**src/rtl/bbox_raster_sequencer.sv**
```systemverilog
// Triangle bounding-box controller: latches three Q10.6 vertices, forms a rounded,
// screen-clamped integer box, then streams every pixel of the box in raster order.
module bbox_raster_sequencer #(
  parameter int SCREEN_W  = 640,
  parameter int SCREEN_H  = 480,
  parameter int FRAC_BITS = 6
) (
  input  logic        CLK,
  input  logic        RST_N,
  input  logic        tri_valid,
  output logic        tri_ready,
  input  logic [15:0] v0x,
  input  logic [15:0] v1x,
  input  logic [15:0] v2x,
  input  logic [15:0] v0y,
  input  logic [15:0] v1y,
  input  logic [15:0] v2y,
  input  logic        abort,
  output logic        pix_valid,
  input  logic        pix_ready,
  output logic [9:0]  pix_x,
  output logic [9:0]  pix_y,
  output logic        pix_last,
  output logic        busy,
  output logic        done,
  output logic [9:0]  XMIN,
  output logic [9:0]  XMAX,
  output logic [9:0]  YMIN,
  output logic [9:0]  YMAX,
  output logic [1:0]  dbg_state
);

  // Both handshakes: a transfer happens on a rising CLK edge where valid && ready;
  // once raised, pix_valid and its payload hold until that transfer (or abort).

  typedef enum logic [1:0] {
    S_IDLE = 2'd0,
    S_BOX  = 2'd1,
    S_SCAN = 2'd2,
    S_DONE = 2'd3
  } state_t;

  localparam logic [10:0] W_LIM    = 11'(SCREEN_W - 1);
  localparam logic [10:0] H_LIM    = 11'(SCREEN_H - 1);
  localparam logic [16:0] HALF_LSB = 17'(1 << (FRAC_BITS - 1));

  state_t      state_q, state_d;
  logic [15:0] vx0_q, vx1_q, vx2_q, vy0_q, vy1_q, vy2_q;
  logic [15:0] vx0_d, vx1_d, vx2_d, vy0_d, vy1_d, vy2_d;
  logic [9:0]  xmin_q, xmax_q, ymin_q, ymax_q;
  logic [9:0]  xmin_d, xmax_d, ymin_d, ymax_d;
  logic [9:0]  cur_x_q, cur_y_q, cur_x_d, cur_y_d;
  logic [10:0] rx_min, rx_max, ry_min, ry_max;
  logic [9:0]  xmin_c, xmax_c, ymin_c, ymax_c;
  logic        box_empty;

  function automatic logic [15:0] min3(input logic [15:0] a, b, c);
    logic [15:0] m;
    m = (a < b) ? a : b;
    return (m < c) ? m : c;
  endfunction

  function automatic logic [15:0] max3(input logic [15:0] a, b, c);
    logic [15:0] m;
    m = (a > b) ? a : b;
    return (m > c) ? m : c;
  endfunction

  // Round to nearest: the 17-bit sum keeps the carry out of 0xFFFF + half.
  function automatic logic [10:0] round_px(input logic [15:0] v);
    logic [16:0] s;
    s = {1'b0, v} + HALF_LSB;
    return 11'(s >> FRAC_BITS);
  endfunction

  always_comb begin
    rx_min = round_px(min3(vx0_q, vx1_q, vx2_q));
    rx_max = round_px(max3(vx0_q, vx1_q, vx2_q));
    ry_min = round_px(min3(vy0_q, vy1_q, vy2_q));
    ry_max = round_px(max3(vy0_q, vy1_q, vy2_q));
    // A min beyond 1023 only occurs for an empty box; saturate so it fits the register.
    xmin_c = rx_min[10] ? 10'h3FF : rx_min[9:0];
    ymin_c = ry_min[10] ? 10'h3FF : ry_min[9:0];
    xmax_c = (rx_max > W_LIM) ? W_LIM[9:0] : rx_max[9:0];
    ymax_c = (ry_max > H_LIM) ? H_LIM[9:0] : ry_max[9:0];
    box_empty = (rx_min > W_LIM) || (ry_min > H_LIM);
  end

  assign tri_ready = (state_q == S_IDLE);
  assign pix_valid = (state_q == S_SCAN);
  assign busy      = (state_q != S_IDLE);
  assign done      = (state_q == S_DONE);
  assign pix_x     = cur_x_q;
  assign pix_y     = cur_y_q;
  assign pix_last  = pix_valid && (cur_x_q == xmax_q) && (cur_y_q == ymax_q);
  assign XMIN      = xmin_q;
  assign XMAX      = xmax_q;
  assign YMIN      = ymin_q;
  assign YMAX      = ymax_q;
  assign dbg_state = state_q;

  always_comb begin
    state_d = state_q;
    vx0_d = vx0_q; vx1_d = vx1_q; vx2_d = vx2_q;
    vy0_d = vy0_q; vy1_d = vy1_q; vy2_d = vy2_q;
    xmin_d = xmin_q; xmax_d = xmax_q; ymin_d = ymin_q; ymax_d = ymax_q;
    cur_x_d = cur_x_q;
    cur_y_d = cur_y_q;
    case (state_q)
      S_IDLE: begin
        if (tri_valid) begin
          vx0_d = v0x; vx1_d = v1x; vx2_d = v2x;
          vy0_d = v0y; vy1_d = v1y; vy2_d = v2y;
          state_d = S_BOX;
        end
      end
      S_BOX: begin
        xmin_d = xmin_c; xmax_d = xmax_c; ymin_d = ymin_c; ymax_d = ymax_c;
        cur_x_d = xmin_c;
        cur_y_d = ymin_c;
        if (abort)          state_d = S_IDLE;
        else if (box_empty) state_d = S_DONE;
        else                state_d = S_SCAN;
      end
      S_SCAN: begin
        // abort outranks a same-cycle pixel transfer.
        if (abort) begin
          state_d = S_IDLE;
        end else if (pix_ready) begin
          if (pix_last) begin
            state_d = S_DONE;
          end else if (cur_x_q < xmax_q) begin
            cur_x_d = cur_x_q + 10'd1;
          end else begin
            cur_x_d = xmin_q;
            cur_y_d = cur_y_q + 10'd1;
          end
        end
      end
      S_DONE: state_d = S_IDLE;
      default: state_d = S_IDLE;
    endcase
  end

  always_ff @(posedge CLK or negedge RST_N) begin
    if (!RST_N) begin
      state_q <= S_IDLE;
      vx0_q <= '0; vx1_q <= '0; vx2_q <= '0;
      vy0_q <= '0; vy1_q <= '0; vy2_q <= '0;
      xmin_q <= '0; xmax_q <= '0; ymin_q <= '0; ymax_q <= '0;
      cur_x_q <= '0;
      cur_y_q <= '0;
    end else begin
      state_q <= state_d;
      vx0_q <= vx0_d; vx1_q <= vx1_d; vx2_q <= vx2_d;
      vy0_q <= vy0_d; vy1_q <= vy1_d; vy2_q <= vy2_d;
      xmin_q <= xmin_d; xmax_q <= xmax_d; ymin_q <= ymin_d; ymax_q <= ymax_d;
      cur_x_q <= cur_x_d;
      cur_y_q <= cur_y_d;
    end
  end

endmodule
```
**config.mk**
```make
export PLATFORM = sky130hd
export DESIGN_NAME = bbox_raster_sequencer
export DESIGN_NICKNAME = d
export VERILOG_FILES = /design/src/rtl/bbox_raster_sequencer.sv
export SDC_FILE = /design/constraint.sdc
export NUM_CORES = 1
export LEC_CHECK = 0
export ABC_AREA = 1
export BUFFER_PORTS_ARGS = -buffer_cell sky130_fd_sc_hd__buf_2
export CORE_MARGIN = 2
export CORE_UTILIZATION = 50
export CTS_BUF_LIST = sky130_fd_sc_hd__clkbuf_4
export CTS_CLUSTER_SIZE = 25
export DETAILED_ROUTE_END_ITERATION = 10
export PLACE_DENSITY = 0.78
export SKIP_LAST_GASP = 1
export SLEW_MARGIN = 20
export SYNTH_ARGS = -nofsm -noshare
export SYNTH_HDL_FRONTEND = slang
export SYNTH_SLANG_ARGS = --single-unit
```
**constraint.sdc**
```tcl
create_clock -name CLK -period 6.7 [get_ports CLK]
set_input_delay 1.34 -clock CLK [delete_from_list [all_inputs] [get_ports CLK]]
set_output_delay 1.34 -clock CLK [all_outputs]
set_load 0.1 [all_outputs]
```
==> metrics.log, run 1 <==
[metrics] Hold WC Path Type: register to register
[metrics] worst-case register-to-register setup slack: between 0.8 and 0.9 ns
[metrics] total standard cell area after synthesis: ~11,000 um2
[metrics] largest fanout of any net on the critical path: 32
[metrics] via count of the first global-routing pass: around 9,900
[metrics] net count of the mapped netlist: roughly 1,800
[metrics] number of cell rows: 54
[metrics] share of synthesized cell area in full adder, half adder and majority cells: between 10% and 20%
[metrics] pin count of the biggest net entering global routing: roughly 110
[metrics] area growth from synthesis to final layout: 11.6%
[metrics] worst hold endpoint: YMIN[6]
[metrics] most common library cell in the layout ignoring fill and taps: nand2_1
[metrics] x dimension of the die: ~150 um
[metrics] Worst path top cell family by delay: simple AND/OR/NAND/NOR gates
[metrics] Post-Place Cells: slightly below 2,000
[metrics] share of the synthesized area in compound gates (AO/OA/AOI/OAI): between 10% and 20%
[metrics] end-of-flow core utilization: between 50% and 60%
[metrics] critical path arrival: between 6 and 7 ns
[metrics] First DRT Iteration DRCs: approximately 700
[metrics] Final setup violation count: 0
[metrics] Fin. Hold Viols: 0
[metrics] Post-layout nets: approximately 1,900
[metrics] detailed-route wire length per cell: 14.7 um
[metrics] sink count of the clock tree: ~160
[metrics] Seq cells post-synth: roughly 160
[metrics] Port Buffers: about 170
[metrics] largest family of logic cells by synthesized area: simple AND/OR/NAND/NOR gates
[metrics] I/O pin total: ~170
[metrics] number of optimization iterations in the first detailed-route pass: 6
[metrics] Core Box Area: about 22,000 um2
[metrics] category of the most critical setup path: register to register
[metrics] clk buf depth: 2
[metrics] Largest stage delay, worst path: around 0.6 ns
[metrics] average cell area after synthesis: ~7.3 um2
[metrics] total vias in the final route: 10,600
[metrics] status: finished, final reports clean
[metrics] setup TNS: 0 ns
[metrics] Max Freq: approximately 170 MHz
[metrics] post-route ant nets: 0
[metrics] data required time at the worst endpoint: approximately 7 ns
[metrics] root buffer cell: clkbuf_4
[metrics] actual slew at the worst max-slew pin: 0.965 ns
[metrics] placed wire-length estimate: roughly 22 mm
[metrics] aggregate global-route resource usage: about 25%
[metrics] H-Tree Level Count: 4
[metrics] initial standard-cell utilization of the core: between 50 and 60%
[metrics] Critical Path Slowest Stage Cell: o31a_1
[metrics] vias per std cell: between 5 and 6
[metrics] Worst R2R Path Depth: 29
[metrics] category of the worst setup path launch point: register
[metrics] clock latency at the later pin of the worst-skew pair: 0.59 ns
[metrics] sequential cell area fraction in the yosys report: around a third
[metrics] number of synthesis warnings: 0
[metrics] Final Wtd Congestion: 0.943
[metrics] number of enable-type register cells in the synthesized netlist: 0
[metrics] layout cell share with drive strength beyond 1: ~15%
[metrics] start of the worst register-to-register path: vx1_q[11]
[metrics] largest clock skew in the final design: about 0.023 ns
[metrics] worst hold path cell count: 2
[metrics] RSZ-0062 raised after global routing: false
[metrics] most frequent cell on the critical path: nand2_1
[metrics] post-CTS clock slew at the launch and capture registers of the worst setup and hold paths: about 0.13 ns
[metrics] overflow left after global routing: 0
[metrics] die footprint: 23,700 um2
[metrics] share of the clock period used by the worst path after layout: a little under 90%
[metrics] wire length after detailed routing: 28.8 mm
[metrics] antenna violations before repair: 1
[metrics] number of remaining DRC errors: 0
[metrics] share of synthesized area spent on multiplexers: less than 1%
[metrics] headroom to the max-slew limit: between 30% and 40%
[metrics] cells after synthesis: approximately 1,500
[metrics] clock tree from TritonCTS: built
[metrics] clock period minus worst slack: approximately 6 ns
[metrics] leading register cell type out of synthesis: dfrtp_1
[metrics] Cell Count, Final, Fillers Out: approximately 2,000
[metrics] wire length of the first global-routing pass: 48.0 mm
[metrics] count of different cell masters after synthesis: 52
[metrics] # hold bufs at CTS: 0
[metrics] max-capacitance violation count: 0
[metrics] synthesized-area fraction occupied by and/or/nand/nor cells: between 20% and 30%
[metrics] RR Endpoint: XMAX[1]
[metrics] number of buffers created by CTS: 17
[metrics] number of buffers and inverters on the critical path: 4
[metrics] endpoint kind of the worst setup timing path: register
[metrics] post-synthesis async set-or-reset flop share: 100%
[metrics] Final Max Tran Viols: 0
[metrics] area share of xor/xnor cells in the synthesized design: roughly 2.7%
[metrics] commonest non-fill, non-tap cells in the layout: nand2_1 (320), inv_1 (184), nor2_1 (179)
[metrics] startpoint of the lowest-slack hold path: YMIN[6]
[metrics] DIE HEIGHT: between 150 and 200 um
-- sequential cells by signal, indices dropped and copies added (netlist names), 16 cells and up --
name / flops
vx0_q: 16
vx1_q: 16
vx2_q: 16
vy0_q: 16
vy1_q: 16
vy2_q: 16
-- worst register-to-register path, delay by kind of cell, from the launching register on --
family          cells  cell delay, ns
xor+xnor            1            0.21
buf+inv             4            0.25
simple gates       16            2.85
fa+ha+maj           3            0.85
compound gates      5            1.19
flops               1            0.38
-- repair_timing --
item	4_1_cts	5_1_grt
gates resized for setup	0	1
endpoints found under the setup margin	0	7
setup buffers	0	0
hold endpoints to repair	0	0
-- area by class of cell --
| class | instances | area, um2 |
|---|---|---|
| inverter | 192 | 721 |
| timing repair buffer | 172 | 880 |
| clock buffer | 21 | 158 |
| clock inverter | 11 | 166 |
| tap | 280 | 350 |
| fill | 2050 | 9400 |
| antenna | 1 | 2.50 |
| sequential | 158 | 3950 |
| multi-input combinational | 1134 | 6330 |
-- per-stage QoR --
step	worst slack [ns]	hold slack [ns]	area, um2
finish	0.875	0.498	12600
global route	0.104	0.529	12600
CTS	0.633	0.495	12600
detailed placement	0.679	0.463	12200
global placement	0.921	0.463	12200
floorplan	1.95	0.499	11300
-- synth_stat cells (2+ instances only) --
library cell | n | area (um2)
nand3b_1 | 3 | 22.5
mux2_2 | 4 | 45.0
nor3_1 | 10 | 50.1
nor4_1 | 2 | 12.5
o21ai_2 | 11 | 96.3
a22oi_1 | 2 | 15.0
nor3_2 | 2 | 20.0
inv_2 | 7 | 26.3
o221a_2 | 2 | 22.5
nor2_4 | 2 | 22.5
dfrtp_1 | 158 | 3950
o21ai_1 | 41 | 205
nand2_4 | 2 | 22.5
nand2_2 | 7 | 43.8
nand2_1 | 322 | 1210
nor2_1 | 179 | 672
or3_1 | 2 | 12.5
xnor2_1 | 11 | 96.3
a211oi_1 | 5 | 37.5
o22ai_1 | 6 | 37.5
buf_6 | 3 | 33.8
clkbuf_1 | 44 | 165
xor2_1 | 24 | 210
or2_2 | 2 | 12.5
nand4_1 | 13 | 81.3
buf_4 | 3 | 22.5
inv_1 | 184 | 691
nand4_2 | 2 | 25.0
o21a_1 | 3 | 22.5
buf_2 | 7 | 35.0
ha_1 | 110 | 1380
o211ai_1 | 3 | 22.5
a31oi_1 | 15 | 93.8
nor3b_1 | 2 | 15.0
a221oi_1 | 3 | 26.3
a21oi_1 | 161 | 806
nor2_2 | 2 | 12.5
nand3_1 | 64 | 320
o21ai_0 | 105 | 526
-- routing by layer --
metal  global-route usage, %  part of all wire [%]  up-vias
li1                        -                     -     5345
met1                    35.7                    47     4896
met2                    38.5                    44      348
met3                    3.41                   6.4       37
met4                    7.43                   1.9        0
met5                       0                     0        -
-- cell families after synthesis --
| kind of cell | Yosys count |
|---|---|
| buffers and inverters | 249 |
| AND/OR/NAND/NOR | 618 |
| AO/OA/AOI/OAI | 366 |
| multiplexers | 5 |
| adder cells (fa/ha/maj) | 110 |
| XOR/XNOR | 35 |
| flip-flops | 158 |
-- how the worst max path moves through the flow --
stage               from      end  cells past startpoint
3_3_place_gp   vx1_q[11]  XMAX[1]                     29
2_1_floorplan  vx1_q[11]  XMAX[1]                     32
6_report       vx1_q[11]  XMAX[1]                     29
5_1_grt        vx1_q[15]  XMAX[5]                     29
3_5_place_dp   vx1_q[11]  XMAX[1]                     29
4_1_cts        vx1_q[11]  XMAX[1]                     29
Power of run 1 is not shown: default switching activity piles up to over one toggle a cycle in this logic, so the estimate is an artifact.
==> inputs of run 2 (changes only) <==
ABC_AREA = default   (was 1)
==> run 2 against run 1 <==
Effect of this change:
- clock skew rose by 0.0082 ns
- sequential share of layout area fell by 2.1 points
- first-iteration DRC count rose by 41%
- design area rose by 7.2%
- cell count fell by 4.4%
- setup slack got worse by 0.45 ns
- register-to-register slack got worse by 0.45 ns
- worst hold slack got worse by 0.015 ns
- global-route usage rose by 2.7 points
- highest routed layer unchanged
==> metrics.log, run 2 <==
[metrics] number of buffers created by CTS: 17
[metrics] Final Wtd Congestion: ~0.99
[metrics] placed wire-length estimate: 26.4 mm
[metrics] post-route ant nets: 0
[metrics] # hold bufs at CTS: 0
[metrics] root buffer cell: clkbuf_4
[metrics] total vias in the final route: 11,000
[metrics] post-synthesis async set-or-reset flop share: 100%
[metrics] Port Buffers: ~170
[metrics] RSZ-0062 raised after global routing: false
[metrics] x dimension of the die: ~160 um
[metrics] number of cell rows: 56
[metrics] sequential cell area fraction in the yosys report: between 30% and 40%
[metrics] number of remaining DRC errors: 0
[metrics] total standard cell area after synthesis: 11,900 um2
[metrics] wire length after detailed routing: 34.0 mm
[metrics] Critical Path Slowest Stage Cell: mux2_2
[metrics] Core Box Area: 23,400 um2
[metrics] Final Max Tran Viols: 0
[metrics] net count of the mapped netlist: 1,610
[metrics] antenna violations before repair: 1
[metrics] Commonest cells post-synth: nand2_1 (187), o21ai_0 (173), dfrtp_1 (158), ha_1 (110), inv_1 (90)
[metrics] Fin. Hold Viols: 0
[metrics] actual slew at the worst max-slew pin: about 1.0 ns
[metrics] setup TNS: 0 ns
[metrics] I/O pin total: approximately 170
[metrics] clock tree from TritonCTS: built
[metrics] average cell area after synthesis: roughly 8.5 um2
[metrics] category of the worst setup path launch point: register
[metrics] global-route met2 utilization: about 40%
[metrics] leading register cell type out of synthesis: dfrtp_1
[metrics] post-CTS clock slew at the launch and capture registers of the worst setup and hold paths: around 0.13 ns
[metrics] Seq cells post-synth: approximately 160
[metrics] cell with the most instances after synthesis: nand2_1
[metrics] Yosys top cell by area: dfrtp_1
[metrics] main area contributors after synthesis: dfrtp_1 (33%), ha_1 (12%), o21ai_0 (7.3%)
[metrics] layout cell share with drive strength beyond 1: between 10% and 20%
[metrics] end-of-flow core utilization: between 50% and 60%
[metrics] clock period minus worst slack: 6.28 ns
[metrics] cells after synthesis: 1,399
[metrics] via count of the first global-routing pass: ~10,000
[metrics] largest fanout of any net on the critical path: 6
[metrics] pin count of the biggest net entering global routing: 78
[metrics] Max Freq: between 150 and 200 MHz
[metrics] clock latency at the later pin of the worst-skew pair: 0.58 ns
[metrics] Largest stage delay, worst path: about 0.46 ns
[metrics] number of optimization iterations in the first detailed-route pass: 5
[metrics] max-capacitance violation count: 0
[metrics] overflow left after global routing: 0
[metrics] number of synthesis warnings: 0
[metrics] die footprint: ~25,000 um2
[metrics] area fraction of the dominant cell type after synthesis: 33.2%
[metrics] Final setup violation count: 0
[metrics] initial standard-cell utilization of the core: around half
[metrics] most common library cell in the layout ignoring fill and taps: nand2_1
[metrics] share of the clock period used by the worst path after layout: a little over nine tenths
[metrics] highest-utilization routing layer at the global route stage: met1
[metrics] GR Util met3: about 4.6%
[metrics] Hold WC Path Type: register to register
[metrics] number of enable-type register cells in the synthesized netlist: 0
[metrics] wire length of the first global-routing pass: between 50 and 60 mm
[metrics] area growth from synthesis to final layout: 13.1%
[metrics] buffers inserted by post-CTS timing repair: 0
[metrics] category of the most critical setup path: register to register
[metrics] DIE HEIGHT: between 150 and 200 um
[metrics] most frequent cell on the critical path: ha_1
[metrics] endpoint kind of the worst setup timing path: register
[metrics] commonest non-fill, non-tap cells in the layout: nand2_1 (187), o21ai_0 (170), buf_2 (166)
[metrics] hold slack: 0.482 ns
[metrics] H-Tree Level Count: 4
[metrics] critical path arrival: 6.74 ns
[metrics] detailed-route wire length per cell: about 18 um
[metrics] data required time at the worst endpoint: a little over 7 ns
[metrics] status: finished, final reports clean
[metrics] aggregate global-route resource usage: a little over a quarter
[metrics] sink count of the clock tree: between 150 and 200
[metrics] First DRT Iteration DRCs: approximately 990
[metrics] count of different cell masters after synthesis: 75
[metrics] clk buf depth: 2
[metrics] largest clock skew in the final design: approximately 0.03 ns
[metrics] headroom to the max-slew limit: 30.9%
[metrics] Post-layout nets: 1,764
[metrics] vias per std cell: between 5 and 6
[metrics] met1 routing resource usage after global routing: between 40% and 50%
[run 2: final timing paths]
| path | start | endpoint | slack, ns | cells past startpoint |
|---|---|---|---|---|
| max reg2reg | vy1_q[13] | dbg_state[0] | 0.42 | 25 |
| max in group asynchronous | RST_N | vy0_q[1] | 4.86 | 2 |
| min in group asynchronous | RST_N | XMAX[2] | 0.80 | 1 |
| max | vy1_q[13] | dbg_state[0] | 0.42 | 25 |
| min reg2reg | YMIN[0] | YMIN[0] | 0.48 | 2 |
| min | YMIN[0] | YMIN[0] | 0.48 | 2 |
[run 2: cell type report]
type / count / area, um2
fillers: 2179 / 9930
multi-input cells: 1090 / 7380
flip-flops and latches: 158 / 3950
repair buffers: 191 / 1020
well taps: 319 / 399
inverters: 95 / 357
clock inverters: 11 / 218
clock buffers: 18 / 135
diodes: 1 / 2.50
[run 2: critical path: cells and delay by family, from the launching register on]
kind | cells | cell delay (ns)
AOI/OAI and AO/OA | 9 | 2.11
and+or+nand+nor | 10 | 1.85
adders and majority gates | 3 | 1.01
muxes | 2 | 0.68
DFF | 1 | 0.43
buffers and inverters | 1 | 0.12
[run 2: kinds of logic (layout without fill, tap and decap cells)]
group	Yosys count	after routing	share of synthesized area, %
xor gates and xnor gates	59	59	4.34
AOI/OAI and AO/OA	378	378	19.7
other	0	1	0
muxes	95	95	8.65
and+or+nand+nor	448	448	17.6
DFF	158	158	33.2
adders and majority gates	110	110	11.6
buffers and inverters	151	315	4.98
[run 2: metrics by stage]
| stage | worst slack [ns] | instances | instance area (um2) |
|---|---|---|---|
| 2_1_floorplan | 0.598 | 1399 | 11900 |
| 3_3_place_gp | 0.517 | 1853 | 13100 |
| 3_5_place_dp | 0.255 | 1853 | 13100 |
| 4_1_cts | 0.230 | 1882 | 13500 |
| 5_1_grt | 0.000643 | 1883 | 13500 |
| 6_report | 0.423 | 1883 | 13500 |
[run 2: timing repair]
item	4_1_cts	5_1_grt
setup endpoints to repair	0	3
endpoints found under the hold margin	0	0
gates resized for setup	0	6
[run 2: per-layer routing]
metal / up-vias / part of all wire, %
li1: 5346 / -
met1: 5196 / 48
met2: 431 / 42
met3: 63 / 7.4
met4: 0 / 2.5
met5: - / 0
Power of run 2 is left out for the same reason.
==> inputs of run 3 (changes only) <==
CAP_MARGIN = 20   (was default)
CORE_UTILIZATION = 55   (was 50)
PLACE_DENSITY = 0.87   (was 0.78)
clock period = 5.23 ns   (was 6.7 ns; I/O delays follow)
==> run 3 against run 2 <==
Effect of this change:
- the flow now finishes with violations (negative setup slack)
- register-to-register slack lost 0.65 ns
- sequential share of layout area shrank 3.8 points
- clock skew is essentially flat
- worst hold slack lost 0.12 ns
- setup slack lost 0.65 ns
- design area grew 15%
- non-clock buffer count grew 146
- global-route usage grew 5.3 points
- die area shrank 8.9%
- flip-flop and latch count is the same
- critical path depth shrank 5
- critical path type unchanged
==> metrics.log, run 3 (synthesized netlist as in run 2, its figures left out) <==
[metrics] status: complete, but fails checks
[metrics] violated checks: negative setup slack
[metrics] critical path arrival: 5.95 ns
[metrics] category of the worst setup path launch point: register
[metrics] x dimension of the die: 151 um
[metrics] clock latency at the later pin of the worst-skew pair: approximately 0.61 ns
[metrics] Max Freq: 183 MHz
[metrics] wire length of the first global-routing pass: 58.5 mm
[metrics] vias per std cell: approximately 6.2
[metrics] commonest non-fill, non-tap cells in the layout: nand2_1 (181), buf_2 (167), dfrtp_1 (156)
[metrics] via count of the first global-routing pass: approximately 11,000
[metrics] detailed-route wire length per cell: around 20 um
[metrics] end-of-flow core utilization: between 70% and 80%
[metrics] number of remaining DRC errors: 0
[metrics] die footprint: around 23,000 um2
[metrics] Port Buffers: between 150 and 200
[metrics] largest fanout of any net on the critical path: 25
[metrics] endpoint kind of the worst setup timing path: register
[metrics] Fin. Hold Viols: 0
[metrics] headroom to the max-slew limit: 31.6%
[metrics] start of the worst register-to-register path: vy1_q[10]
[metrics] RSZ-0062 raised after global routing: true
[metrics] overflow left after global routing: 0
[metrics] Final setup violation count: 12
[metrics] Hold WC Path Type: input port to async pin
[metrics] H-Tree Level Count: 4
[metrics] pin count of the biggest net entering global routing: slightly above 90
[metrics] data required time at the worst endpoint: roughly 5.7 ns
[metrics] Post-layout nets: between 1,500 and 2,000
[metrics] Core Box Area: about 21,000 um2
[metrics] Largest stage delay, worst path: 0.52 ns
[metrics] area growth from synthesis to final layout: 30.1%
[metrics] number of optimization iterations in the first detailed-route pass: 6
[metrics] Final Max Tran Viols: 0
[metrics] worst-case register-to-register setup slack: -0.23 ns
[metrics] max-capacitance violation count: 0
[metrics] First DRT Iteration DRCs: 1,195
[metrics] final critical-path setup slack: -0.231 ns
[metrics] initial standard-cell utilization of the core: between 50% and 60%
[metrics] share of the clock period used by the worst path after layout: 104%
[metrics] wire length after detailed routing: just under 40 mm
[metrics] post-CTS clock slew at the launch and capture registers of the worst setup and hold paths: 0.14 ns
[metrics] number of buffers and inverters on the critical path: 5
[metrics] Post-Place Cells: between 1,500 and 2,000
[metrics] clock period minus worst slack: roughly 5.5 ns
[metrics] clock tree from TritonCTS: built
[metrics] Final Wtd Congestion: ~1.0
[metrics] aggregate global-route resource usage: approximately 33%
[metrics] number of cell rows: between 50 and 60
[metrics] clk buf depth: 2
[metrics] sink count of the clock tree: between 150 and 200
[metrics] Cell Count, Final, Fillers Out: 1,991
[metrics] DIE HEIGHT: ~150 um
[metrics] setup slack after placement: -0.445 ns
[metrics] antenna violations before repair: 1
[metrics] root buffer cell: clkbuf_4
[metrics] Final Instance Area: ~15,000 um2
[metrics] category of the most critical setup path: register to register
[metrics] Critical Path Slowest Stage Cell: a2111o_1
[metrics] layout cell share with drive strength beyond 1: around 33%
[metrics] Worst R2R Path Depth: 20
[metrics] placed wire-length estimate: 28.0 mm
[metrics] actual slew at the worst max-slew pin: ~1.0 ns
[metrics] RR Endpoint: YMAX[1]
[metrics] largest clock skew in the final design: around 0.03 ns
[metrics] post-route ant nets: 0
[metrics] I/O pin total: 168
[metrics] most frequent cell on the critical path: buf_4
[metrics] number of buffers created by CTS: 17
[metrics] list of cells traversed by the critical path: inv_1 -> ha_1 -> nand4_1 -> nor4_4 -> a21bo_4 -> buf_4 -> and3_4 -> buf_4 -> o22ai_2 -> ha_1 -> nand4_1 -> a2111o_1 -> a41oi_4 -> buf_4 -> buf_12 -> mux2_2 -> and4b_1 -> o31ai_4 -> nor2_2 -> o32a_1
[metrics] total vias in the final route: roughly 12,000
[metrics] # hold bufs at CTS: 0
[metrics] Post-DP Area: around 14,000 um2
[metrics] most common library cell in the layout ignoring fill and taps: nand2_1
[metrics] Worst path top cell family by delay: compound AO/OA/AOI/OAI gates
[run 3: cell types whose count changed in the layout (fill, tap and decap cells not counted), moves of 16 or more]
cell and delta:
o21ai_1 +16, buf_4 +128, ha_1 -28, o21ai_0 -31, ha_4 +23
[run 3: stage by stage]
| stage | hold slack [ns] | TNS (ns) |
|---|---|---|
| after floorplan | 0.511 | -0.908 |
| after global placement | 0.457 | -0.740 |
| after detailed placement | 0.469 | -1.98 |
| after CTS | 0.370 | -0.0255 |
| after global routing | 0.378 | -4.94 |
| final | 0.359 | -1.26 |
[run 3: what timing repair did]
| action | 4_1_cts | 5_1_grt |
|---|---|---|
| setup buffers | 17 | 49 |
| endpoints found under the setup margin | 21 | 41 |
| pin swaps | 19 | 67 |
| cloned | 3 | 3 |
| gates resized for setup | 25 | 150 |
[run 3: cell type report]
type | instances | area (um2)
Sequential cell | 158 | 3960
Clock buffer | 21 | 158
Antenna cell | 1 | 2.50
Multi-Input combinational cell | 1093 | 8320
Fill cell | 1530 | 5660
Tap cell | 275 | 344
Timing Repair Buffer | 337 | 2260
Clock inverter | 11 | 93.8
Inverter | 95 | 357
[run 3: worst max-delay path by stage]
stage | start | endpoint | cells past startpoint
2_1_floorplan | vy0_q[9] | YMAX[1] | 26
3_3_place_gp | vy1_q[9] | dbg_state[0] | 25
3_5_place_dp | vy1_q[9] | dbg_state[0] | 25
4_1_cts | vx0_q[1] | dbg_state[0] | 25
5_1_grt | vy1_q[13] | YMAX[1] | 20
6_report | vy1_q[10] | YMAX[1] | 20
[run 3: metal layers]
metal / vias up / global-route usage [%] / part of all wire [%]
li1: 5659 / - / -
met1: 5882 / 46.2 / 43
met2: 674 / 51.9 / 46
met3: 89 / 5.36 / 8.5
met4: 0 / 9.39 / 2.6
met5: - / 0 / 0
Power of run 3 is left out for the same reason.
